### src/rtl/display_scan_ctrl.sv
// display_scan_ctrl: time-multiplexed scan controller for a 4-digit BCD display.
// Each digit gets one slot of REFRESH_DIV cycles. The first GUARD cycles of a
// slot are blanked to hide ghosting while the digit enables switch over.
//
// Ports:
//   clk         system clock, rising edge
//   rst         synchronous active-high reset
//   enable      scan enable; dropping it abandons the current slot
//   digits_in   four BCD digits, digit i at [4*i+3:4*i]
//   blink_mask  per-digit blink enable, captured at each frame start
//   blink_tick  single-cycle pulse that toggles the blink phase
//   lz_blank    blank digit3 when it is zero (applied live)
//   digit_sel   active digit index
//   digit_val   BCD value for the decoder, 4'hF = blank
//   frame_start one-cycle pulse in the first cycle of each digit-0 slot
module display_scan_ctrl #(
  parameter int unsigned REFRESH_DIV = 100000,
  parameter int unsigned GUARD       = 16
) (
  input  logic        clk,
  input  logic        rst,
  input  logic        enable,
  input  logic [15:0] digits_in,
  input  logic [3:0]  blink_mask,
  input  logic        blink_tick,
  input  logic        lz_blank,
  output logic [1:0]  digit_sel,
  output logic [3:0]  digit_val,
  output logic        frame_start
);

  localparam int unsigned CNT_W = (REFRESH_DIV > 1) ? $clog2(REFRESH_DIV) : 1;
  localparam logic [CNT_W-1:0] CNT_LAST       = CNT_W'(REFRESH_DIV - 1);
  localparam logic [CNT_W-1:0] CNT_GUARD_LAST = CNT_W'(GUARD - 1);
  localparam logic [3:0]       BLANK          = 4'hF;

  typedef enum logic [1:0] {
    ST_OFF   = 2'd0,
    ST_GUARD = 2'd1,
    ST_SHOW  = 2'd2
  } state_t;

  state_t           state;
  logic [CNT_W-1:0] cnt;
  logic [1:0]       sel;
  logic [15:0]      snap;
  logic [3:0]       snap_mask;
  logic             blink_phase;

  logic [3:0]       cur_digit;

  // Scan sequencer: slot counter, digit index and frame snapshot.
  always_ff @(posedge clk) begin
    if (rst) begin
      state       <= ST_OFF;
      cnt         <= '0;
      sel         <= '0;
      snap        <= 16'hFFFF;
      snap_mask   <= '0;
      blink_phase <= 1'b0;
    end else begin
      if (blink_tick) begin
        blink_phase <= ~blink_phase;
      end

      case (state)
        ST_OFF: begin
          cnt <= '0;
          sel <= '0;
          if (enable) begin
            state     <= ST_GUARD;
            snap      <= digits_in;
            snap_mask <= blink_mask;
          end
        end

        ST_GUARD, ST_SHOW: begin
          if (!enable) begin
            // Abandon the slot; takes precedence over a wrap in the same cycle.
            state <= ST_OFF;
            cnt   <= '0;
            sel   <= '0;
          end else if (cnt == CNT_LAST) begin
            cnt   <= '0;
            sel   <= sel + 2'd1;
            state <= ST_GUARD;
            // Snapshot only when wrapping into digit 0 so a frame never tears.
            if (sel == 2'd3) begin
              snap      <= digits_in;
              snap_mask <= blink_mask;
            end
          end else begin
            cnt <= cnt + CNT_W'(1);
            if (cnt == CNT_GUARD_LAST) begin
              state <= ST_SHOW;
            end
          end
        end

        default: begin
          state <= ST_OFF;
          cnt   <= '0;
          sel   <= '0;
        end
      endcase
    end
  end

  assign digit_sel   = sel;
  assign frame_start = (state != ST_OFF) && (sel == 2'd0) && (cnt == '0);

  // Digit value with blink, leading-zero and illegal-code blanking.
  always_comb begin
    cur_digit = snap[{sel, 2'b00} +: 4];
    digit_val = BLANK;
    if (state == ST_SHOW) begin
      if ((blink_phase && snap_mask[sel]) ||
          (lz_blank && (sel == 2'd3) && (cur_digit == 4'd0)) ||
          (cur_digit > 4'd9)) begin
        digit_val = BLANK;
      end else begin
        digit_val = cur_digit;
      end
    end
  end

endmodule

### config.mk
export PLATFORM = sky130hd
export DESIGN_NAME = display_scan_ctrl
export DESIGN_NICKNAME = d
export VERILOG_FILES = /design/src/rtl/display_scan_ctrl.sv
export SDC_FILE = /design/constraint.sdc
export NUM_CORES = 1
export LEC_CHECK = 0
export ABC_AREA = 0
export CAP_MARGIN = 20
export CORE_ASPECT_RATIO = 1.75
export CORE_UTILIZATION = 49
export CTS_CLUSTER_DIAMETER = 200
export DETAILED_ROUTE_END_ITERATION = 10
export HOLD_SLACK_MARGIN = 0.08
export PLACE_DENSITY = 0.78
export REMOVE_ABC_BUFFERS = 1
export SLEW_MARGIN = 20
export SYNTH_ARGS = -nofsm -noshare
export SYNTH_HDL_FRONTEND = slang
export SYNTH_SLANG_ARGS = --single-unit
### constraint.sdc
create_clock -name clk -period 6.3 [get_ports clk]
set_input_delay 0.945 -clock clk [delete_from_list [all_inputs] [get_ports clk]]
set_output_delay 0.945 -clock clk [all_outputs]
set_load 0.02 [all_outputs]
==> impl_metrics.csv, run 1 <==
group,metric,value,unit
synth,syn_inst,217,
routing,m1WireLength,1690,um
synth,ys_top_cells_by_area,"dfxtp_1 41%, a211o_1 6.8%, mux4_2 5.4%",
floorplan,pin_count,32,
floorplan,dieHeight,87.9,um
setup_path,crit_path_end_kind,"output port",
clock_tree,clock_path_buffers,2,
timing,slew_viol_final,0,
routing,wl_met2,2230,um
worst_hold_path,hp-class,"flop to flop",
worst_hold_path,hold_path.startpoint,"snap[4]$_SDFFE_PP1P_",
routing,antenna_left,0,
clock_tree,postCtsSetupBuffers,0,
routing,drc,0,
floorplan,num_rows,30,
timing,slew_headroom,0.374,
pwr,finalPower,0.586,mW
setup_path,rr_endpoint,"snap[2]$_SDFFE_PP1P_",
worst_hold_path,whs_endpoint,"snap[4]$_SDFFE_PP1P_",
setup_path,cp-start-kind,"flop",
clock_tree,cts_tree,"yes",
timing,max_clock_freq,266,MHz
timing,period_needed,3.76,ns
synth,synth_cell_types,38,
finish,antenna_cells,0,
placement,dpl_cell_area,2370,sq um
timing,rsz0062_at_grt,"false",
setup_path,crit_type,"flop to output port",
synth,yosys-top-cells-count,"42 x dfxtp_1, 29 x nor2_1, 16 x a211o_1",
setup_path,r2r-start,"digit_sel[0]$_SDFFE_PP0N_",
pwr,p_leak,0.955,nW
floorplan,fp.dieW,51.1,um
floorplan,coreArea,3940,sq um
routing,drtIter0Drc,30,
routing,top_layer,"met4",
clock_tree,clock_latency,0.30,ns
synth,synth_top_area_share,0.407,
timing,finalCritPeriodShare,0.596,
clock_tree,cts.repair.resized,0,
clock_tree,cts.clk_slew.worst_paths,0.08,ns
synth,ys_dominant_reg_cell,"dfxtp_1",
finish,layout-drive-gt1-share,0.0653,
setup_path,r2r_slack,4.04,ns
synth,yosysWarnings,0,
global_routing,grt_pass1_wl,7060,um
finish,fin_area,2480,sq um
clock_tree,cts_root_buf,"clkbuf_8",
routing,vias,1651,
routing,drtPass1Iterations,4,
setup_path,crit_fanout,8,
timing,finalHoldViolations,0,
routing,wl_met3,131,um
synth,syn-mean-instance-area,9.53,sq um
floorplan,dieArea,4490,sq um
setup_path,rr_worst_depth,5,
synth,async_flop_share,0,
synth,synth.largest_area_cell,"dfxtp_1",
job,maxCapViolCount,0,
setup_path,critPathRequiredTime,5.35,ns
routing,wirelength,4140,um
routing,routed_via_density,5.63,
global_routing,grt_max_degree,37,
clock_tree,cts_buffers,5,
worst_hold_path,min_delay_path_depth,1,
synth,synth_edf_count,0,
timing,setup_viol,0,
synth,yosysMostFrequentCell,"dfxtp_1",
pwr,peakVddDrop,192,uV
timing,worst_pin_slew,0.937,ns
clock_tree,h-tree-depth,2,
timing,fin_skew,0.00582,ns
placement,hpwlAfterDp,3020,um
finish,area_growth,20.0,%
global_routing,overflow,0,
outcome,status,"completed",
setup_path,cp.arrival,2.81,ns
clock_tree,cts_hold_buf,0,
clock_tree,clock-sinks,42,
global_routing,antenna_found_initial,0,
synth,yosysSeqAreaShare,0.407,
routing,wire_per_inst,14.1,um
global_routing,grt_pass1_vias,1639,
finish,utilization,0.630,
floorplan,initial_utilization,0.525,
placement,gp_congestion,0.768,
placement,place_ws,2.72,ns
synth,synthesis.area,2070,sq um
global_routing,grtUsageTotal,0.211,
finish,finalNetCount,277,
pwr,power.density,236,nW/um^2
placement,portBuffers,31,
timing,setup_ws,2.54,ns
timing,tns,0,ns
synth,ys_ff_latch,42,
[logic make-up (layout without fill, tap and decap cells)]
logic type / after synthesis / count (layout) / share of synthesized area
xor+xnor: 17 / 17 / 0.0720
simple gates: 92 / 92 / 0.235
mux: 11 / 11 / 0.0835
buf+inv: 17 / 45 / 0.0460
compound gates: 31 / 31 / 0.114
fa+ha+maj: 7 / 7 / 0.0423
flops: 42 / 42 / 0.407
[layout by cell type (no fill, tap or decap), types with 4 or more instances in the layout]
cell type,Yosys,final
a21oi_1,6,6
clkbuf_8,0,6
nor2_1,29,29
mux4_2,5,5
and2b_1,14,14
nand3_1,10,10
inv_1,7,7
nand4_1,4,4
nand2_1,10,10
dfxtp_1,42,42
clkdlybuf4s50_1,0,31
ha_1,7,7
xor2_1,10,10
xnor2_1,7,7
a211o_1,16,16
mux2i_1,6,6
nor3_1,6,6
[area by class of cell]
cell class                 instances  area (sq um)
tap                               48          60.1
clock buffer                       6          82.6
sequential                        42           841
multi-input combinational        158          1130
timing repair buffer              31           310
fill                             345          1460
inverter                           7          26.3
clock inverter                     1          30.0
[metal layers]
layer | global-route usage | vias to the layer above
li1 | - | 812
met1 | 0.225 | 799
met2 | 0.390 | 35
met3 | 0.0382 | 5
met4 | 0.0985 | 0
met5 | 0 | -
[flip-flops by register name (all words and copies together), names as in the netlist]
name and flops:
cnt 17, snap 16, snap_mask 4, digit_sel 2, state 2, blink_phase 1
[power breakdown]
part	switching [mW]	total [mW]	leakage (nW)	internal, mW
clock network	0.0888	0.216	0.0573	0.127
logic	0.0345	0.0796	0.554	0.0451
registers	0.00932	0.291	0.343	0.282
[worst max-delay path by stage]
stage	start	endpoint	slack (ns)
floorplan	digit_sel[0]$_SDFFE_PP0N_	digit_val[1]	3.30
global placement	lz_blank	digit_val[1]	2.75
detailed placement	lz_blank	digit_val[1]	2.72
CTS	digit_sel[0]$_SDFFE_PP0N_	digit_val[1]	2.52
global route	digit_sel[0]$_SDFFE_PP0N_	digit_val[0]	2.42
finish	digit_sel[0]$_SDFFE_PP0N_	digit_val[1]	2.54
[per-stage QoR]
stage	hold slack [ns]	instances
6_report	0.464	293
5_1_grt	0.484	293
4_1_cts	0.467	293
3_5_place_dp	0.449	286
3_3_place_gp	0.442	286
2_1_floorplan	0.430	207
[critical path, stage by stage, from the launching register on]
cell and delay (ns):
dfxtp_1 0.60, mux4_2 0.64, or3_1 0.42, o211ai_1 0.22
clkdlybuf4s50_1 0.64
(Power assumes the default switching activity.)
==> run 2, diff against run 1 <==
--- a/config.mk
+++ b/config.mk
@@ -8,11 +8,11 @@
 export ABC_AREA = 0
 export CAP_MARGIN = 20
 export CORE_ASPECT_RATIO = 1.75
-export CORE_UTILIZATION = 49
+export CORE_UTILIZATION = 48
 export CTS_CLUSTER_DIAMETER = 200
 export DETAILED_ROUTE_END_ITERATION = 10
 export HOLD_SLACK_MARGIN = 0.08
-export PLACE_DENSITY = 0.78
+export PLACE_DENSITY = 0.79
 export REMOVE_ABC_BUFFERS = 1
 export SLEW_MARGIN = 20
 export SYNTH_ARGS = -nofsm -noshare
==> constraint.sdc (replaced) <==
create_clock -name clk -period 3.34 [get_ports clk]
set_input_delay 0.501 -clock clk [delete_from_list [all_inputs] [get_ports clk]]
set_output_delay 0.501 -clock clk [all_outputs]
set_load 0.02 [all_outputs]
==> run 2 against run 1 <==
  * Non-clock buffer count is 1 higher
  * Largest cell class unchanged
  * Critical endpoint unchanged
  * Critical path type unchanged
  * Routed wire length is 0.39% higher
  * Sequential share of layout area is 0.15 points higher
==> impl_metrics.csv, run 2 (same netlist as run 1, synthesis figures left out) <==
group,metric,value,unit
floorplan,dieHeight,88.8,um
setup_path,cp-start-kind,"flop",
global_routing,grtUsageTotal,0.200,
clock_tree,h-tree-depth,2,
timing,rsz0062_at_grt,"false",
finish,layout-drive-gt1-share,0.0769,
floorplan,num_rows,31,
finish,nFillCells,362,
outcome,status,"completed",
finish,area_growth,19.7,%
finish,largest_register_ffs,17,
pwr,p_sw_frac,0.249,
routing,drtIter0Drc,15,
global_routing,grt_pass1_wl,6760,um
timing,finalCritPeriodShare,0.934,
clock_tree,cts_tree,"yes",
timing,finalHoldViolations,0,
floorplan,pin_count,32,
placement,gp_congestion,0.789,
finish,largest_register,"cnt",
finish,utilization,0.596,
clock_tree,cts.repair.resized,0,
setup_path,rr_worst_depth,6,
pwr,peakVddDrop,410,uV
global_routing,antenna_found_initial,0,
floorplan,fp.dieW,51.6,um
worst_hold_path,hp-class,"flop to flop",
pwr,p_leak,0.950,nW
clock_tree,postCtsSetupBuffers,0,
clock_tree,cts.clk_slew.worst_paths,0.08,ns
placement,portBuffers,31,
setup_path,crit_path_end_kind,"output port",
clock_tree,clock_path_buffers,2,
clock_tree,clock_latency,0.29,ns
job,maxCapViolCount,0,
setup_path,crit_type,"flop to output port",
pwr,p_clk_frac,0.326,
finish,top_regs,"cnt x17, snap x16, snap_mask x4",
pwr,power.density,421,nW/um^2
timing,slew_viol_final,0,
timing,period_needed,3.12,ns
floorplan,coreArea,4150,sq um
routing,antenna_left,0,
routing,routed_via_density,5.45,
routing,drtPass1Iterations,4,
setup_path,cp.arrival,2.62,ns
global_routing,overflow,0,
setup_path,crit_fanout,8,
floorplan,dieArea,4590,sq um
pwr,seqPwrFrac,0.530,
timing,max_clock_freq,321,MHz
finish,multi_input_area,1130,sq um
routing,wirelength,4150,um
timing,fin_skew,0.00622,ns
finish,final_cell_mix,"41 x dfxtp_1, 31 x clkdlybuf4s50_1, 29 x nor2_1",
finish,layout_commonest_cell,"dfxtp_1",
setup_path,critPathRequiredTime,2.84,ns
pwr,p_int,0.783,mW
routing,drc,0,
clock_tree,clock-sinks,42,
finish,finalNetCount,278,
finish,antenna_cells,0,
finish,regArea,842,sq um
pwr,pwr-share-comb,0.144,
clock_tree,cts_hold_buf,0,
routing,vias,1614,
placement,hpwlAfterDp,3140,um
timing,tns,0,ns
routing,wire_per_inst,14.0,um
global_routing,grt_pass1_vias,1529,
timing,worst_pin_slew,0.636,ns
floorplan,initial_utilization,0.498,
timing,setup_viol,0,
clock_tree,cts_root_buf,"clkbuf_8",
global_routing,grt_max_degree,37,
clock_tree,cts_buffers,5,
timing,slew_headroom,0.576,
worst_hold_path,min_delay_path_depth,1,
pwr,switching_power,0.259,mW
setup_path,r2r_slack,1.11,ns
run 2: changes by cell type in the layout (fill, tap and decap cells not counted), sizes merged:
cell,change
clkinv,+1
clkinvlp,+1
bufinv,-1
buf,+1
run 2: through the flow:
stage	hold WS, ns	total power, mW	cells	area [sq um]	setup slack [ns]
final	0.463	1.04	296	2470	0.221
after detailed placement	0.448	0.715	288	2380	0.395
after CTS	0.467	1.05	296	2470	0.0465
after global placement	0.447	0.710	288	2380	0.446
after floorplan	0.430	0.651	207	2000	0.789
after global routing	0.484	1.09	296	2470	0.113
run 2: routing by layer:
metal,global-route usage,part of all wire,vias up
li1,-,-,811
met1,0.209,0.39,753
met2,0.372,0.55,41
met3,0.0326,0.038,9
met4,0.103,0.029,0
met5,0,0,-
run 2: path summary, 6_finish.rpt:
kind                                           startpoint                     to
worst max-delay path            digit_sel[0]$_SDFFE_PP0N_           digit_val[1]
worst min-delay path                snap[15]$_SDFFE_PP1P_  snap[15]$_SDFFE_PP1P_
worst max register to register      state[0]$_SDFFE_PP0P_  snap[13]$_SDFFE_PP1P_
worst min register to register      snap[15]$_SDFFE_PP1P_  snap[15]$_SDFFE_PP1P_
run 2: final cells by class:
class                           instances  area share
Clock buffer                            6      0.0334
Clock inverter                          2     0.00506
Tap cell                               49      0.0248
Multi-Input combinational cell        158       0.458
Sequential cell                        42       0.340
Timing Repair Buffer                   32       0.128
Inverter                                7      0.0106
run 2: critical path, stage by stage, from the launching register on:
cell	delay (ns)
dfxtp_2	0.46
mux4_2	0.60
or3_1	0.42
o211ai_1	0.21
clkdlybuf4s50_1	0.64
run 2: power groups by stage:
stage	Sequential (mW)	Combinational, mW	Clock [mW]
4_1_cts	0.553	0.151	0.349
6_report	0.553	0.150	0.339
3_3_place_gp	0.564	0.146	0
2_1_floorplan	0.554	0.0970	0
5_1_grt	0.556	0.164	0.369
3_5_place_dp	0.565	0.151	0
